**src/rtl/ex_mem_stage.sv**
```systemverilog
// EX/MEM pipeline register, data-memory request FSM with ack timeout, and MEM/WB register.
// A memory op held in EX/MEM freezes the front of the pipe until it is acked or times out.
module ex_mem_stage #(
  parameter int DATA_W  = 64,
  parameter int TIMEOUT = 15
) (
  input  logic              clk,
  input  logic              reset_n,
  input  logic              ex_valid,
  input  logic [4:0]        ex_rD,
  input  logic              ex_wrEn,
  input  logic              ex_memRd,
  input  logic              ex_memWr,
  input  logic [DATA_W-1:0] ex_result,
  input  logic [DATA_W-1:0] ex_storeData,
  input  logic              flush,
  output logic              mem_stall,
  output logic              dmem_req,
  output logic              dmem_we,
  output logic [DATA_W-1:0] dmem_addr,
  output logic [DATA_W-1:0] dmem_wdata,
  input  logic [DATA_W-1:0] dmem_rdata,
  input  logic              dmem_ack,
  output logic [4:0]        EX_MEM_rD,
  output logic              EX_MEM_wrEn,
  output logic [DATA_W-1:0] EX_MEM_data,
  output logic              wb_valid,
  output logic              wb_wrEn,
  output logic [4:0]        wb_rD,
  output logic [DATA_W-1:0] wb_data,
  output logic              mem_err
);

  typedef enum logic {IDLE, REQ} state_t;

  typedef struct packed {
    logic              valid;
    logic              wr_en;
    logic              mem_rd;
    logic              mem_wr;
    logic [4:0]        rd;
    logic [DATA_W-1:0] result;
    logic [DATA_W-1:0] store_data;
  } ex_mem_t;

  localparam logic [3:0] WAIT_LAST = 4'(TIMEOUT - 1);

  state_t            state, state_next;
  ex_mem_t           em;
  logic [3:0]        wait_cnt;
  logic              ex_live;
  logic              capture_mem;
  logic              timeout_hit;
  logic [DATA_W-1:0] wb_data_next;

  assign ex_live     = ex_valid & ~flush;
  assign capture_mem = ~mem_stall & ex_live & (ex_memRd | ex_memWr);
  assign timeout_hit = (state == REQ) & (wait_cnt == WAIT_LAST) & ~dmem_ack;

  // NOTE: sequential state uses non-blocking assignments so every register
  // samples pre-edge values regardless of process ordering.
  always_ff @(posedge clk) begin
    if (!reset_n) state <= IDLE;
    else          state <= state_next;
  end

  // NOTE: every always_comb output gets a default first, so no path can infer a latch.
  always_comb begin
    state_next = state;
    case (state)
      IDLE:    if (capture_mem) state_next = REQ;
      REQ:     if (dmem_ack | timeout_hit) state_next = capture_mem ? REQ : IDLE;
      default: state_next = IDLE;
    endcase
  end

  always_comb begin
    dmem_req  = 1'b0;
    dmem_we   = 1'b0;
    mem_stall = 1'b0;
    if (state == REQ) begin
      dmem_req  = 1'b1;
      dmem_we   = em.mem_wr;
      mem_stall = ~dmem_ack & ~timeout_hit;
    end
  end

  // Held EX/MEM contents keep address and data stable for the whole request.
  assign dmem_addr  = em.result;
  assign dmem_wdata = em.store_data;

  always_ff @(posedge clk) begin
    if (!reset_n) begin
      wait_cnt <= '0;
    end else if (state != REQ || capture_mem) begin
      wait_cnt <= '0;
    end else if (!dmem_ack && wait_cnt != 4'hF) begin
      wait_cnt <= wait_cnt + 4'd1;
    end
  end

  always_ff @(posedge clk) begin
    if (!reset_n) begin
      em <= '0;
    end else if (!mem_stall) begin
      em.valid      <= ex_live;
      em.wr_en      <= ex_live & ex_wrEn;
      em.mem_rd     <= ex_live & ex_memRd;
      em.mem_wr     <= ex_live & ex_memWr;
      em.rd         <= ex_rD;
      em.result     <= ex_result;
      em.store_data <= ex_storeData;
    end
  end

  // Loads are never forwarded from here: their data is not known yet.
  assign EX_MEM_rD   = em.rd;
  assign EX_MEM_wrEn = em.valid & em.wr_en & ~em.mem_rd;
  assign EX_MEM_data = em.result;

  assign wb_data_next = timeout_hit                             ? '0         :
                        (state == REQ && em.mem_rd && dmem_ack) ? dmem_rdata :
                                                                  em.result;

  always_ff @(posedge clk) begin
    if (!reset_n) begin
      wb_valid <= 1'b0;
      wb_wrEn  <= 1'b0;
      wb_rD    <= '0;
      wb_data  <= '0;
    end else if (mem_stall) begin
      wb_valid <= 1'b0;
      wb_wrEn  <= 1'b0;
    end else begin
      wb_valid <= em.valid;
      wb_wrEn  <= em.wr_en;
      wb_rD    <= em.rd;
      wb_data  <= wb_data_next;
    end
  end

  always_ff @(posedge clk) begin
    if (!reset_n)         mem_err <= 1'b0;
    else if (timeout_hit) mem_err <= 1'b1;
  end

endmodule

```
**config.mk**
```make
export PLATFORM = sky130hd
export DESIGN_NAME = ex_mem_stage
export DESIGN_NICKNAME = d
export VERILOG_FILES = /design/src/rtl/ex_mem_stage.sv
export SDC_FILE = /design/constraint.sdc
export NUM_CORES = 1
export LEC_CHECK = 0
export BUFFER_PORTS_ARGS = -buffer_cell sky130_fd_sc_hd__buf_4
export CAP_MARGIN = 5
export CORE_AREA = 2 2 187 189
export CTS_CLUSTER_SIZE = 10
export DETAILED_ROUTE_END_ITERATION = 7
export DIE_AREA = 0 0 189 191
export GPL_TIMING_DRIVEN = 0
export PLACE_DENSITY = 0.66
export RECOVER_POWER = 100
export REMOVE_ABC_BUFFERS = 1
export SLEW_MARGIN = 20
export SYNTH_ARGS = -nofsm -noshare
export SYNTH_HDL_FRONTEND = slang
export SYNTH_SLANG_ARGS = --single-unit
```
**constraint.sdc**
```tcl
create_clock -name clk -period 1.8 [get_ports clk]
set_clock_uncertainty 0.1 [all_clocks]
set_input_delay 0.36 -clock clk [delete_from_list [all_inputs] [get_ports clk]]
set_output_delay 0.36 -clock clk [all_outputs]
set_load 0.02 [all_outputs]
```
# Word level (Yosys, flattened, before mapping)
# Cells that the tools add are included.
[word_totals]
ff_bits = 214
input_bits = 205
out_inout_bits = 273
word_cells = 52
[classes]
add_sub_neg = 1
n_eq_ne = 2
n_mux = 8
n_bitwise = 20
reduce_logical = 7
[ops]
columns = ["op", "count"]
rows = [
  ["2-to-1 mux 64 bit", 2],
  ["AND 1 bit", 11],
  ["inverter 1 bit", 7],
  ["2-to-1 mux 1 bit", 5],
  ["adder 4 x 1 -> 4 bit, second input constant", 1],
  ["== test 4 bit, second input constant", 1],
  ["!= test 4 bit, second input constant", 1],
  ["OR reduction 2 bit", 2],
  ["logical AND 1 bit", 3],
  ["bitwise OR 1 bit", 2],
  ["case mux 1 bit (2 select lines)", 1],
  ["zero test 1 bit", 1],
  ["logical OR 1 bit", 1],
]

# Longest topological paths before layout
[depth]
ltp_word = 12
ltp_mapped = 8
mapped_depth_nobuf = 6

# Least setup slack after synthesis
# OpenSTA, ideal clock, no wires.
[synth_timing]
path_kind = "register -> output"
start = "register state"
end = "output mem_stall"
arrival_ps = 1253
required_ps = 1340
setup_slack_ps = 87
stages_incl_launch_ff = 6
n_path_buf = 2
path_cell_list = "dfxtp_1 -> nor2b_2 -> nand2_2 -> inv_2 -> buf_4 -> buf_6"
[synth_between]
elab_chain_cells = 5
[synth_rtl]
columns = ["item", "line_no", "text"]
rows = [
  ["from (decl)", "48", "state_t state, state_next;"],
  ["from (signal assigned)", "64", "else state <= state_next;"],
  ["AND 1 bit (2 in series)", "58", "assign timeout_hit = (state == REQ) & (wait_cnt == WAIT_LAST) & ~dmem_ack;"],
  ["inverter 1 bit", "84", "mem_stall = ~dmem_ack & ~timeout_hit;"],
  ["AND 1 bit", "84", ""],
  ["2-to-1 mux 1 bit (*)", "81", "if (state == REQ) begin"],
  ["to (decl)", "17", "output logic mem_stall,"],
]
# Mark *: on every way between the ends. The rest lies on a longest branch, timed or not.

# Worst setup path in the final report
[layout_timing]
start = "register wait_cnt[0]"
end = "output mem_stall"
[layout_between]
elab_chain_cells = 6
[layout_rtl]
columns = ["item", "line_no", "text"]
rows = [
  ["from (decl)", "50", "logic [3:0] wait_cnt;"],
  ["from (signal assigned)", "98", "wait_cnt <= wait_cnt + 4'd1;"],
  ["== test 4 bit", "58", ""],
  ["AND 1 bit (2 in series)", "58", ""],
  ["inverter 1 bit", "84", ""],
  ["AND 1 bit", "84", ""],
  ["2-to-1 mux 1 bit", "81", ""],
]
# Every way passes these cells.

==> flow_metrics.env <==
export IMPL_yosys_area_top_type_share=0.434
export IMPL_met3_length_um=2740
export IMPL_wl_per_cell_um=17.9
export IMPL_post_route_util=0.422
export IMPL_fin_nets=1790
export IMPL_clk_latency_ns=0.51
export IMPL_yosys_warnings=0
export IMPL_r2r_start="wait_cnt[0]$_SDFFE_PP0P_"
export IMPL_power_total_mw=11.7
export IMPL_worstPathMaxFanout=2
export IMPL_grt_max_degree=132
export IMPL_synthToLayoutAreaGrowth_pct=45.8
export IMPL_yosys_register_bits=214
export IMPL_initial_core_util=0.289
export IMPL_timing_hold_ws_ns=0.00720
export IMPL_drc=0
export IMPL_fmax_mhz=492
export IMPL_ioPinCount=478
export IMPL_grt_usage=0.183
export IMPL_cts_sinks=214
export IMPL_outcome="finished with violations"
export IMPL_detail_route_antenna_nets=0
export IMPL_finalMaxSlewViolations=0
export IMPL_synth_edff_count=0
export IMPL_syn_area_per_cell_um2=8.68
export IMPL_grt_first_pass_wirelength_um=52500
export IMPL_dr_pass1_iters=6
export IMPL_worst_ir_drop_vdd_mv=0.631
export IMPL_setup_worst_path_start="wait_cnt[0]$_SDFFE_PP0P_"
export IMPL_worst_slack_ns=-0.233
export IMPL_antenna_found_initial=0
export IMPL_powerDensity_nw_per_um2=810
export IMPL_ys_types=35
export IMPL_critPathKind="flop to output port"
export IMPL_period_share=1.13
export IMPL_r2r_slack_ns=-0.08
export IMPL_die_area_um2=36100
export IMPL_slew_headroom=0.530
export IMPL_gp_congestion=0.810
export IMPL_viasPerCell=4.54
export IMPL_syn_area_um2=9880
export IMPL_finalSetupTns_ns=-0.381
export IMPL_syn_inst=1138
export IMPL_crit_required_ns=1.34
export IMPL_hold_class="primary input to flop"
export IMPL_leakage_nw=6.11
export IMPL_path_clk_slew_ns=0.06
export IMPL_met1_length_um=14500
export IMPL_dp_hpwl_um=21900
export IMPL_failed_checks="setup timing"
export IMPL_synth_area_top_cells="dfxtp_1, buf_4, mux2i_1"
export IMPL_reg2reg_to="wait_cnt[3]$_SDFFE_PP0P_"
export IMPL_arrival_ns=1.57
export IMPL_cts_tree="yes"
export IMPL_r2r_cells=8
export IMPL_antenna_cells=0
export IMPL_cap_violations=0
export IMPL_finalHoldViolCount=0
export IMPL_synthFlopType="dfxtp_1"
export IMPL_endpoint_kind="output port"
export IMPL_start_kind="flop"
export IMPL_io_buffers=477
export IMPL_die_y_um=191
export IMPL_cts_buffers=25
export IMPL_die_x_um=189
export IMPL_rsz0062_at_grt="yes"
export IMPL_rows=68
export IMPL_drive_gt1_frac=0.189
export IMPL_ys_seq_area_frac=0.434
export IMPL_worst_pin_slew_ns=0.694
export IMPL_first_global_vias=9251
export IMPL_route_met2_wl_um=18500
export IMPL_num_vias=9260
export IMPL_h_tree_depth=1
export IMPL_async_flop_share=0
export IMPL_clock_path_buffers=3
export IMPL_cp_endpoint="mem_stall"
export IMPL_post_route_min_period_ns=2.03
export IMPL_place_ws_ns=-0.989
export IMPL_fill_cells=3437
export IMPL_routed_wl_um=36600
export IMPL_drtIter0Drc=313
export IMPL_yosysTopAreaCell="dfxtp_1"
export IMPL_setup_violations=6
export IMPL_overflow=0
export IMPL_top_layer_used="met4"
export IMPL_coreArea_um2=34100
export IMPL_root_buffer="clkbuf_16"
synthesized netlist by cell type, types with 2 or more instances:
library cell and count:
nor3_1 2, buf_6 5, ha_1 2, mux2i_1 141
nand3_1 67, nand2_1 342, buf_2 25, and3_1 3
a21oi_1 3, nor2b_1 2, buf_4 198, nor2_1 3
dfxtp_1 214, inv_1 4, a221oi_1 2, buf_1 12
o211ai_1 64, clkbuf_1 32
cells by family after synthesis:
logic type                 share of synthesized area
xor gates and xnor gates                    0.000887
muxes                                          0.143
and+or+nand+nor                                0.176
DFF                                            0.434
AOI/OAI and AO/OA                             0.0568
adders and majority gates                    0.00253
buffers and inverters                          0.187
flip-flops by register name, summed over array words and instances (netlist names):
name and count:
dmem_wdata 64, mem_err 1, wb_valid 1, wb_wrEn 1, wb_rD 5, EX_MEM_data 64, wait_cnt 4, EX_MEM_rD 5
state 1, em 4, wb_data 64
repair_timing:
item | in CTS | in global routing
hold buffers | 181 | 0
cloned | 6 | 5
buffers inserted | 11 | 2
endpoints found under the hold margin | 181 | 0
pin swaps | 2 | 2
endpoints found under the setup margin | 174 | 165
gates resized for setup | 19 | 7
where the power goes:
part | total, mW | switching [mW] | internal [mW] | leakage (nW)
combinational | 2.08 | 1.14 | 0.946 | 4.01
sequential | 5.19 | 0.181 | 5.01 | 1.77
clock | 4.40 | 1.87 | 2.53 | 0.325
total | 11.7 | 3.18 | 8.48 | 6.11
how the worst min path moves through the flow:
stage,from,endpoint,slack [ns],cells after the start
2_1_floorplan,em[133]$_SDFFE_PN0N_,em[133]$_SDFFE_PN0N_,0.33,2
5_1_grt,dmem_rdata[59],wb_data[59]$_SDFFE_PN0N_,0.009,3
4_1_cts,ex_result[45],EX_MEM_data[45]$_SDFFE_PN0N_,0.00008,3
3_5_place_dp,dmem_wdata[48]$_SDFFE_PN0N_,dmem_wdata[48]$_SDFFE_PN0N_,0.35,2
6_report,ex_storeData[12],dmem_wdata[12]$_SDFFE_PN0N_,0.007,3
3_3_place_gp,dmem_wdata[23]$_SDFFE_PN0N_,dmem_wdata[23]$_SDFFE_PN0N_,0.35,2
metrics by stage:
| stage | std cells | cell area, µm² |
|---|---|---|
| after floorplan | 866 | 8040 |
| after global placement | 1798 | 12200 |
| after detailed placement | 1806 | 12400 |
| after CTS | 2033 | 15200 |
| after global routing | 2040 | 14400 |
| final | 2040 | 14400 |
cell type report:
type,count,area [µm²],area share
Multi-Input combinational cell,650,3840,0.266
Timing Repair Buffer,687,5000,0.347
Sequential cell,214,4300,0.298
Inverter,5,35.0,0.00243
Clock buffer,29,661,0.0459
Tap cell,455,569,0.0395
per-layer routing:
layer  vias up  global-route usage
met4         0              0.0559
met5         -                   0
met2       426               0.333
met3        61              0.0419
li1       4468                   -
met1      4305               0.213
critical path: stages (launching register included):
cell,delay [ns]
dfxtp_2,0.32
inv_2,0.06
ha_4,0.14
nand3_4,0.10
buf_16,0.15
nand2_8,0.11
inv_16,0.04
buf_8,0.12
cell usage in the layout, fill, tap and decap left out, types with 3 or more instances in the layout:
cell / n
a21oi_1: 3
and3_1: 3
buf_12: 3
buf_16: 8
buf_4: 234
clkbuf_1: 253
clkbuf_16: 29
dfxtp_1: 209
dfxtp_2: 3
dlygate4sd3_1: 181
inv_1: 3
mux2i_1: 140
nand2_1: 342
nand3_1: 67
nor2_1: 3
o211ai_1: 64
Note: power is estimated with default switching activity, not from simulation.
